==> src/rtl/fetch_sequencer.sv <==
// Instruction-fetch sequencer: owns the PC, reads the instruction ROM and
// hands words to decode through a one-entry valid/ready output register.
module fetch_sequencer #(
    parameter int ADDR_WIDTH = 8,
    parameter int DATA_WIDTH = 8,
    parameter int ROM_DEPTH  = 32,
    parameter int START_ADDR = 0
) (
    input  logic                  clk,
    input  logic                  reset,
    input  logic                  start,
    input  logic                  halt_req,
    input  logic                  jump_valid,
    input  logic [ADDR_WIDTH-1:0] jump_addr,
    output logic [ADDR_WIDTH-1:0] rom_addr,
    input  logic [DATA_WIDTH-1:0] rom_data,
    output logic                  instr_valid,
    input  logic                  instr_ready,
    output logic [DATA_WIDTH-1:0] instr_out,
    output logic [ADDR_WIDTH-1:0] instr_pc,
    output logic                  busy,
    output logic                  halted,
    output logic                  fault,
    output logic [15:0]           instr_count
);

    typedef enum logic [1:0] {
        IDLE,
        FETCH,
        STALL,
        HALTED
    } state_e;

    localparam logic [ADDR_WIDTH-1:0] LAST_PC =
        ADDR_WIDTH'(ROM_DEPTH - 1);
    localparam logic [ADDR_WIDTH-1:0] START_PC =
        ADDR_WIDTH'(START_ADDR);
    localparam logic [ADDR_WIDTH:0] DEPTH =
        (ADDR_WIDTH + 1)'(ROM_DEPTH);

    state_e                  state_q, state_d;
    logic [ADDR_WIDTH-1:0]   pc_q, pc_d;
    logic                    valid_q, valid_d;
    logic [DATA_WIDTH-1:0]   out_q, out_d;
    logic [ADDR_WIDTH-1:0]   ipc_q, ipc_d;
    logic                    fault_q, fault_d;
    logic [15:0]             count_q, count_d;
    logic                    busy_q, halted_q;

    logic xfer;
    logic slot_free;
    logic jump_ok;

    assign xfer      = valid_q & instr_ready;
    assign slot_free = ~valid_q | instr_ready;
    assign jump_ok   = {1'b0, jump_addr} < DEPTH;

    always_comb begin
        state_d = state_q;
        pc_d    = pc_q;
        valid_d = valid_q;
        out_d   = out_q;
        ipc_d   = ipc_q;
        fault_d = fault_q;
        count_d = count_q;
        // A word leaving on this edge counts even if a redirect flushes.
        if (xfer) begin
            count_d = count_q + 16'd1;
        end
        case (state_q)
            IDLE: begin
                if (start) begin
                    state_d = FETCH;
                    pc_d    = START_PC;
                end
            end
            HALTED: begin
                if (start) begin
                    state_d = FETCH;
                end
            end
            FETCH, STALL: begin
                if (jump_valid) begin
                    valid_d = 1'b0;
                    if (jump_ok) begin
                        pc_d    = jump_addr;
                        state_d = FETCH;
                    end else begin
                        fault_d = 1'b1;
                        state_d = HALTED;
                    end
                end else if (halt_req) begin
                    valid_d = 1'b0;
                    state_d = HALTED;
                end else if (state_q == STALL) begin
                    if (instr_ready) begin
                        valid_d = 1'b0;
                        state_d = FETCH;
                    end
                end else if (slot_free) begin
                    out_d   = rom_data;
                    ipc_d   = pc_q;
                    valid_d = 1'b1;
                    pc_d    = (pc_q == LAST_PC) ? '0
                            : pc_q + 1'b1;
                end else begin
                    state_d = STALL;
                end
            end
            default: state_d = IDLE;
        endcase
    end

    always_ff @(posedge clk) begin
        if (reset) begin
            state_q  <= IDLE;
            pc_q     <= START_PC;
            valid_q  <= 1'b0;
            out_q    <= '0;
            ipc_q    <= '0;
            fault_q  <= 1'b0;
            count_q  <= '0;
            busy_q   <= 1'b0;
            halted_q <= 1'b0;
        end else begin
            state_q  <= state_d;
            pc_q     <= pc_d;
            valid_q  <= valid_d;
            out_q    <= out_d;
            ipc_q    <= ipc_d;
            fault_q  <= fault_d;
            count_q  <= count_d;
            busy_q   <= (state_d == FETCH) ||
                        (state_d == STALL);
            halted_q <= (state_d == HALTED);
        end
    end

    assign rom_addr    = pc_q;
    assign instr_valid = valid_q;
    assign instr_out   = out_q;
    assign instr_pc    = ipc_q;
    assign busy        = busy_q;
    assign halted      = halted_q;
    assign fault       = fault_q;
    assign instr_count = count_q;

endmodule
==> config.mk <==
export PLATFORM = sky130hd
export DESIGN_NAME = fetch_sequencer
export DESIGN_NICKNAME = d
export VERILOG_FILES = /design/src/rtl/fetch_sequencer.sv
export SDC_FILE = /design/constraint.sdc
export NUM_CORES = 1
export LEC_CHECK = 0
export BUFFER_PORTS_ARGS = -buffer_cell sky130_fd_sc_hd__buf_2
export CAP_MARGIN = 20
export CORE_ASPECT_RATIO = 2
export CORE_MARGIN = 2
export CORE_UTILIZATION = 55
export CTS_CLUSTER_DIAMETER = 50
export DETAILED_ROUTE_END_ITERATION = 10
export HOLD_SLACK_MARGIN = 0.06
export PLACE_DENSITY_LB_ADDON = 0.15
export SLEW_MARGIN = 20
export SYNTH_ARGS = -nofsm -noshare
export SYNTH_HDL_FRONTEND = slang
export SYNTH_SLANG_ARGS = --single-unit
==> constraint.sdc <==
create_clock -name clk -period 4.58 [get_ports clk]
set_clock_uncertainty 0.15 [all_clocks]
set_input_delay 0.458 -clock clk [delete_from_list [all_inputs] [get_ports clk]]
set_output_delay 0.458 -clock clk [all_outputs]
set_load 0.005 [all_outputs]
# After elaboration in Yosys (flattened, before gate mapping)
# Index checks and enable logic that the tools add are counted.
word_totals:
  reg_bits: 46
  rom_bits: 0
  output_inout_bits: 44
  n_memories: 0
  latchBits: 0
  ramBits: 0
op_classes:
  shift: 0
  div: 0
  n_eq_ne: 13
  n_mux: 21
  reduce_logical: 10
  n_bitwise: 7
  magnitude_cmp: 1
  add_sub_neg: 2
  multipliers: 0
op_table:
  columns: ["operator", "n"]
  rows:
  - ["$mux W8", 7]
  - ["$add A16 B1 Y16 const B", 1]
  - ["$pmux W8 S2", 1]
  - ["$mux W2", 7]
  - ["$ne A3 B3 Y1 const B", 4]
  - ["$add A8 B1 Y8 const B", 1]
  - ["$eq A2 B2 Y1 const B", 4]
  - ["$eq A8 B5 Y1 const B", 1]
  - ["$lt A8 B6 Y1 const B", 1]
  - ["$reduce_and A3 Y1", 2]
  - ["$reduce_and A6 Y1", 1]
  - ["$mux W1", 5]
  - ["$not A1 Y1", 5]
  - ["$reduce_and A5 Y1", 1]
  - ["$eq A2 B1 Y1 const B", 2]
  - ["$ne A4 B4 Y1 const B", 1]
  - ["$pmux W2 S2", 1]
  - ["$reduce_bool A4 Y1", 1]
  - ["$reduce_or A2 Y1", 2]
  - ["$logic_not A2 Y1", 1]
  - ["$ne A2 B2 Y1 const B", 1]
  - ["$reduce_bool A2 Y1", 1]
  - ["$and A1 B1 Y1", 1]
  - ["$logic_or A1 B1 Y1", 1]
  - ["$or A1 B1 Y1", 1]

# Logic depth before layout (Yosys ltp)
# Gate-level depths: netlist (run 1).
depth:
  word_depth: 9
  mapped_depth: 8
  depth_no_buf: 7

# Worst setup path after synthesis (run 1)
# Ideal clock, no wire load.
synth_path:
  path_kind: "register -> register"
  from: "register state_q[1]"
  to: "register busy_q (netlist: busy)"
  path_buffers: 1
  slack_ns: 2.572
  period_less_slack_ns: 2.008
  arrival_time_ns: 1.731
  setup_ns: 0.128
  path_stages_with_launch: 8
  cell_sequence: "dfxtp_1 inv_1 ha_1 buf_4 or3b_1 a21o_1 ha_1 nor2b_1"
synth_between:
  elab_chain_len: 7
synth_rtl:
  columns: ["item", "line_no", "rtl"]
  rows:
  - ["from (decl)", "41", "state_e state_q, state_d;"]
  - ["from (signal assigned)", "126", "state_q <= state_d;"]
  - ["$eq A2 B2 Y1", "70, 95", null]
  - ["$mux W2", "95", "end else if (state_q == STALL) begin"]
  - ["$mux W2", "92", "end else if (halt_req) begin"]
  - ["$mux W2", "83", "if (jump_valid) begin"]
  - ["$pmux W2 S2 *", "70", "case (state_q)"]
  - ["net state_d[0]", "41", null]
  - ["$eq A2 B1 Y1 or $eq A2 B2 Y1 (tied branches)", "133, 134", null]
  - ["$logic_or A1 B1 Y1 *", "133", "busy_q <= (state_d == FETCH) ||"]
  - ["to (signal assigned)", "133", null]
  - ["to (decl)", "48", "logic busy_q, halted_q;"]
# Mark *: on every way through the listed nets, which the timed path passes. The rest lies on a longest branch.
# A chain may end at the register's enable or synchronous reset.

# Worst setup path after layout (run 1)
layout_path:
  from: "register state_q[0]"
  to: "register out_q[3] (netlist: instr_out[3])"
layout_between:
  elab_chain_len: 3
layout_rtl:
  columns: ["item", "line_no", "rtl"]
  rows:
  - ["$eq A2 B2 Y1 or $eq A2 B1 Y1 (tied branches)", "70, 95", null]
  - ["$reduce_or A2 Y1 or $not A1 Y1 (tied branches)", null, null]
  - ["$reduce_and A5 Y1 (no line) *", null, null]
  - ["to (signal assigned)", "129", "out_q <= out_d;"]
  - ["to (decl)", "44", "logic [DATA_WIDTH-1:0] out_q, out_d;"]
# Mark *: on every way between the ends. The rest lies on a longest branch, timed or not.

==> flow_metrics.tcl, run 1 <==
set metrics [dict create \
    outcome "finished, final reports clean" \
    worst_setup_path_end_kind "flip-flop" \
    min_path_cells 3 \
    final_common_cell "buf_2" \
    post_cts_buffers 0 \
    synth_top_area_share_pct 40.7 \
    hold_buffers 0 \
    p_per_area_nw_per_um2 319 \
    synth_top_cell_by_area "dfxtp_1" \
    p_leak_nw 1.13 \
    ant_nets 0 \
    dieArea_um2 4680 \
    busiest_layer "met2" \
    synth_cell_types 51 \
    rsz0062_at_grt "no" \
    tightestPinTransition_ns 0.837 \
    final-hold-violation-count 0 \
    clk_pin_slew_ns 0.08 \
    dr.first_iter.drc_count 74 \
    synthMuxAreaShare_pct 1.93 \
    final_cell_mix "65 x buf_2, 46 x dfxtp_1, 32 x nand2_1, 26 x nand3_1, 25 x a21oi_1" \
    port-buffer-count 65 \
    cts_tree "built" \
    synth_seq_cells 46 \
    met3_usage_pct 3.96 \
    synthCells 269 \
    vias_per_cell 5.79 \
    power.switching_uw 242 \
    synthXorXnorAreaFrac_pct 4.64 \
    report.final.slew_viol_count 0 \
    firstDrtPassIters 4 \
    clock_latency_ns 0.29 \
    finalSetupTns_ns 0 \
    area_growth_pct 17.6 \
    synthAdderAreaFrac_pct 2.76 \
    cp-start-kind "flip-flop" \
    start_util_pct 56.5 \
    fin_crit_ns 2.78 \
    drive_above_1_share_pct 25.5 \
    use_met1_pct 28.4 \
    ys_seq_area_share_pct 40.7 \
    cts_resized 0 \
    critPathMaxFanout 18 \
    final_nets 352 \
    diodes 0 \
    antenna_found_initial 0 \
    synth_area_um2 2260 \
    fin_crit_sh_pct 60.8 \
    synth-compound-area-share_pct 17.1 \
    p_int_uw 607 \
    p_sw_share_pct 28.5 \
    coreArea_um2 4010 \
    synth.avg_cell_area_um2 8.42 \
    ir_worst_vdd_mv 0.289 \
    p_seq_share_pct 51.4 \
    cts_root_buffer "clkbuf_8" \
    h-tree-depth 2 \
    pwr-share-comb_pct 19.1 \
    track_usage_pct 22.9 \
    die_y_um 94.7 \
    dp_hpwl_um 3690 \
    clockPowerShare_pct 29.4 \
    timing.slew.headroom_pct 43.9 \
    worst_hold_path_type "input port to flip-flop" \
    r2r_cells 6 \
    crit_chain "inv_1 -> ha_1 -> nor4b_4 -> nand2_1 -> nand2_1 -> a21oi_1" \
    fin_area_um2 2660 \
    yosys_warnings 0 \
    synth_top_family_by_area "simple AND/OR/NAND/NOR gates" \
    yosys.area_share.simple_pct 28.1 \
    setup_viol 0 \
    grt_pass1_wl_um 8560 \
    vias 2188 \
    die_w_um 49.4 \
    gp_congestion 0.834 \
    critPathMaxStageDelay_ns 0.76 \
    pin_count 66 \
    cts_sinks 46 \
    fp-row-count 33 \
    max_cap_violations 0 \
    worst_path_most_repeated_cell "nand2_1" \
    drc 0 \
    clock_path_buffers 2 \
    grt_util_met2_pct 37.5 \
    grt_overflow 0 \
    placed_area_um2 2570 \
    cpMaxStageDelayCell "nor4b_4" \
    synth_nets 296 \
    wirelength_um 5100 \
    cp.required_ns 4.57 \
    grt_pass1_vias 1981 \
    numCtsBuffers 5 \
    timing.fmax_ghz 0.359 \
    wire_per_inst_um 13.5 \
    grt_max_degree 45 \
    cp.arrival_ns 2.78 \
    crit_type "flip-flop to flip-flop" \
    yosys-top-cells-area "dfxtp_1 41%, nand3_1 5.7%, a21oi_1 5.5%" \
]
## metal layers
layer | routed length [µm] | vias to the layer above
li1 | - | 1079
met1 | 2210 | 1021
met2 | 2520 | 76
met3 | 259 | 12
met4 | 118 | 0
met5 | 0 | -
## state kept, by name, summed over array words and instances (netlist names)
name,count
instr_pc,8
instr_valid,1
fault,1
busy,1
instr_out,8
rom_addr,8
instr_count,16
halted,1
state_q,2
## worst max-delay path: cells and delay by family, from the launching register on
| kind | cells | cell delay (ns) |
|---|---|---|
| AOI/OAI and AO/OA | 1 | 0.09 |
| adders and majority gates | 1 | 0.50 |
| and+or+nand+nor | 3 | 1.49 |
| buffers and inverters | 1 | 0.07 |
| DFF | 1 | 0.34 |
## per-stage QoR
stage,setup slack (ns),hold slack (ns),total power [mW],instances,utilization [%]
floorplan,2.57,0.303,0.561,269,-
global placement,1.91,0.291,0.601,370,64.2
detailed placement,1.83,0.295,0.607,370,64.2
CTS,1.79,0.257,0.857,378,66.5
global route,1.44,0.268,0.898,378,66.5
finish,1.80,0.262,0.849,378,66.5
## synthesized netlist by cell type, drive strengths merged
master,number
mux2,3
or2,1
o211ai,6
buf,10
o31ai,2
o21ai,6
or3b,1
a21oi,25
nor2,25
a22o,1
and2b,1
o311a,1
o311ai,3
a31oi,2
a21o,1
ha,5
or3,2
nand2b,3
nor4,2
a211o,1
nor4b,1
mux2i,1
dfxtp,46
a31o,1
o2bb2ai,1
o41ai,2
and4,1
o211a,2
and2,1
xor2,4
inv,7
a2bb2oi,1
nand2,32
a211oi,1
nor3,5
nor2b,4
or4b,1
clkbuf,6
o41a,1
a221o,1
nand3,26
nand4,11
and3,4
xnor2,8
## power groups by stage
stage	sequential, mW	combinational [mW]	clock (mW)
final	0.437	0.162	0.250
after global routing	0.440	0.185	0.273
after CTS	0.437	0.162	0.258
after detailed placement	0.446	0.161	0
after global placement	0.445	0.157	0
after floorplan	0.444	0.118	0
## cells by family (layout without fill, tap and decap cells)
logic type | after synthesis | count (layout)
AND/OR/NAND/NOR | 121 | 121
adder cells (fa/ha/maj) | 5 | 5
AO/OA/AOI/OAI | 58 | 58
buffers and inverters | 23 | 80
multiplexers | 4 | 4
flip-flops | 46 | 46
XOR/XNOR | 12 | 12
## final cells by class
type                       instances  area (µm²)
tap                               52        65.1
clock inverter                     1        5.00
timing repair buffer              65         325
clock buffer                       7        86.3
multi-input combinational        200        1230
inverter                           7        26.3
fill                             399        1340
sequential                        46         921
## worst paths after layout
kind                from            to  slack, ns
max           state_q[0]  instr_out[3]       1.80
min          rom_data[0]  instr_out[0]       0.26
max reg2reg   state_q[0]  instr_out[3]       1.80
min reg2reg  instr_pc[4]   instr_pc[4]       0.30
Note: power is estimated with default switching activity, not from simulation.
==> inputs of run 2 (changes only) <==
--- a/config.mk
+++ b/config.mk
@@ -9,7 +9,7 @@
 export CAP_MARGIN = 20
 export CORE_ASPECT_RATIO = 2
 export CORE_MARGIN = 2
-export CORE_UTILIZATION = 55
+export CORE_UTILIZATION = 51
 export CTS_CLUSTER_DIAMETER = 50
 export DETAILED_ROUTE_END_ITERATION = 10
 export HOLD_SLACK_MARGIN = 0.06
==> constraint.sdc (replaced) <==
create_clock -name clk -period 2.6 [get_ports clk]
set_clock_uncertainty 0.15 [all_clocks]
set_input_delay 0.26 -clock clk [delete_from_list [all_inputs] [get_ports clk]]
set_output_delay 0.26 -clock clk [all_outputs]
set_load 0.005 [all_outputs]
==> flow_metrics.tcl, run 2 (synthesis results as in run 1) <==
set metrics [dict create \
    critPathMaxFanout 13 \
    p_sw_share_pct 26.0 \
    vias 2221 \
    largest_register_ffs 16 \
    instances_no_fill 389 \
    antenna_found_initial 0 \
    max_cap_violations 0 \
    fin_util_pct 65.2 \
    drc 0 \
    final_cell_mix "65 x buf_2, 46 x dfxtp_1, 32 x nand2_1, 26 x nand3_1, 25 x a21oi_1" \
    clk_pin_slew_ns 0.08 \
    timing.fmax_ghz 0.464 \
    tightestPinTransition_ns 0.526 \
    p_per_area_nw_per_um2 615 \
    vias_per_cell 5.71 \
    drive_above_1_share_pct 25.7 \
    grt_max_degree 44 \
    cts_tree "built" \
    die_w_um 51.1 \
    fin_crit_sh_pct 82.9 \
    die_y_um 98.2 \
    report.final.slew_viol_count 0 \
    firstDrtPassIters 4 \
    final_common_cell "buf_2" \
    cts_sinks 46 \
    coreArea_um2 4300 \
    start_util_pct 52.7 \
    p_leak_nw 1.19 \
    p_seq_share_pct 44.8 \
    worst_setup_path_end_kind "flip-flop" \
    rsz0062_at_grt "no" \
    outcome "finished, final reports clean" \
    register_area_um2 921 \
    final_nets 361 \
    numCtsBuffers 5 \
    crit_type "flip-flop to flip-flop" \
    dp_hpwl_um 4110 \
    worst_hold_path_type "input port to flip-flop" \
    clockPowerShare_pct 37.8 \
    cp.arrival_ns 2.18 \
    power_mw 1.72 \
    final-hold-violation-count 0 \
    dieArea_um2 5020 \
    cts_root_buffer "clkbuf_8" \
    grt_pass1_wl_um 9170 \
    area_growth_pct 23.8 \
    gp_congestion 0.854 \
    h-tree-depth 2 \
    diodes 0 \
    fp-row-count 34 \
    dr.first_iter.drc_count 55 \
    fill_cells 421 \
    p_int_mw 1.27 \
    clock_path_buffers 2 \
    dp.cells 374 \
    grt_pass1_vias 2016 \
    fin_crit_ns 2.16 \
    finalSetupTns_ns 0 \
    wire_per_inst_um 14.7 \
    grt_overflow 0 \
    power.switching_uw 447 \
    cp-start-kind "flip-flop" \
    track_usage_pct 23.6 \
    cts_resized 0 \
    ant_nets 0 \
    port-buffer-count 65 \
    clock_latency_ns 0.30 \
    timing.slew.headroom_pct 64.9 \
    wirelength_um 5720 \
    setup_viol 0 \
    ir_worst_vdd_mv 0.461 \
    multi_input_area_um2 1230 \
    pwr-share-comb_pct 17.5 \
    cp.required_ns 2.63 \
    pin_count 66 \
]
run 2: cell type report:
cell class | count | area share [%]
clock buffers | 6 | 2.95
multi-input cells | 200 | 44.1
clock inverters | 2 | 2.14
repair buffers | 74 | 14.6
well taps | 54 | 2.41
inverters | 7 | 0.937
flip-flops and latches | 46 | 32.9
run 2: worst max-delay path, cell delays in order, from the launching register on:
cell and delay (ns):
dfxtp_1 0.34, inv_1 0.07, ha_1 0.49, or3b_1 0.38, a21o_1 0.20, ha_1 0.28
nor2b_1 0.12
run 2: worst paths after layout:
kind	end	cells after the start	startpoint	slack (ns)
worst max register to register	busy	6	state_q[1]	0.44
worst min-delay path	instr_out[4]	3	rom_data[4]	0.07
worst max-delay path	busy	6	state_q[1]	0.44
worst min register to register	instr_pc[5]	2	instr_pc[5]	0.30
run 2: power groups by stage:
stage / clock network [mW] / registers [mW] / logic (mW)
floorplan: 0 / 0.782 / 0.207
global placement: 0 / 0.787 / 0.286
detailed placement: 0 / 0.787 / 0.291
CTS: 0.659 / 0.771 / 0.300
global route: 0.689 / 0.776 / 0.335
finish: 0.650 / 0.771 / 0.301
run 2: what timing repair did:
action,4_1_cts,5_1_grt
hold endpoints to repair,7,0
hold buffers,7,0
buffers inserted,0,0
run 2: per-stage QoR:
| step | hold slack [ns] | setup WS, ns | area, µm² |
|---|---|---|---|
| 4_1_cts | 0.0664 | 0.442 | 2800 |
| 3_3_place_gp | 0.289 | 0.496 | 2590 |
| 3_5_place_dp | 0.293 | 0.447 | 2590 |
| 6_report | 0.0701 | 0.444 | 2800 |
| 5_1_grt | 0.0762 | 0.292 | 2800 |
| 2_1_floorplan | 0.257 | 0.592 | 2260 |
run 2: metal layers:
layer  wire length (µm)  GRT usage (%)  vias to the layer above
li1                   -              -                     1095
met1               2230           26.0                     1044
met2               3060           41.2                       63
met3                200           3.21                       19
met4                240           14.1                        0
met5                  0              0                        -
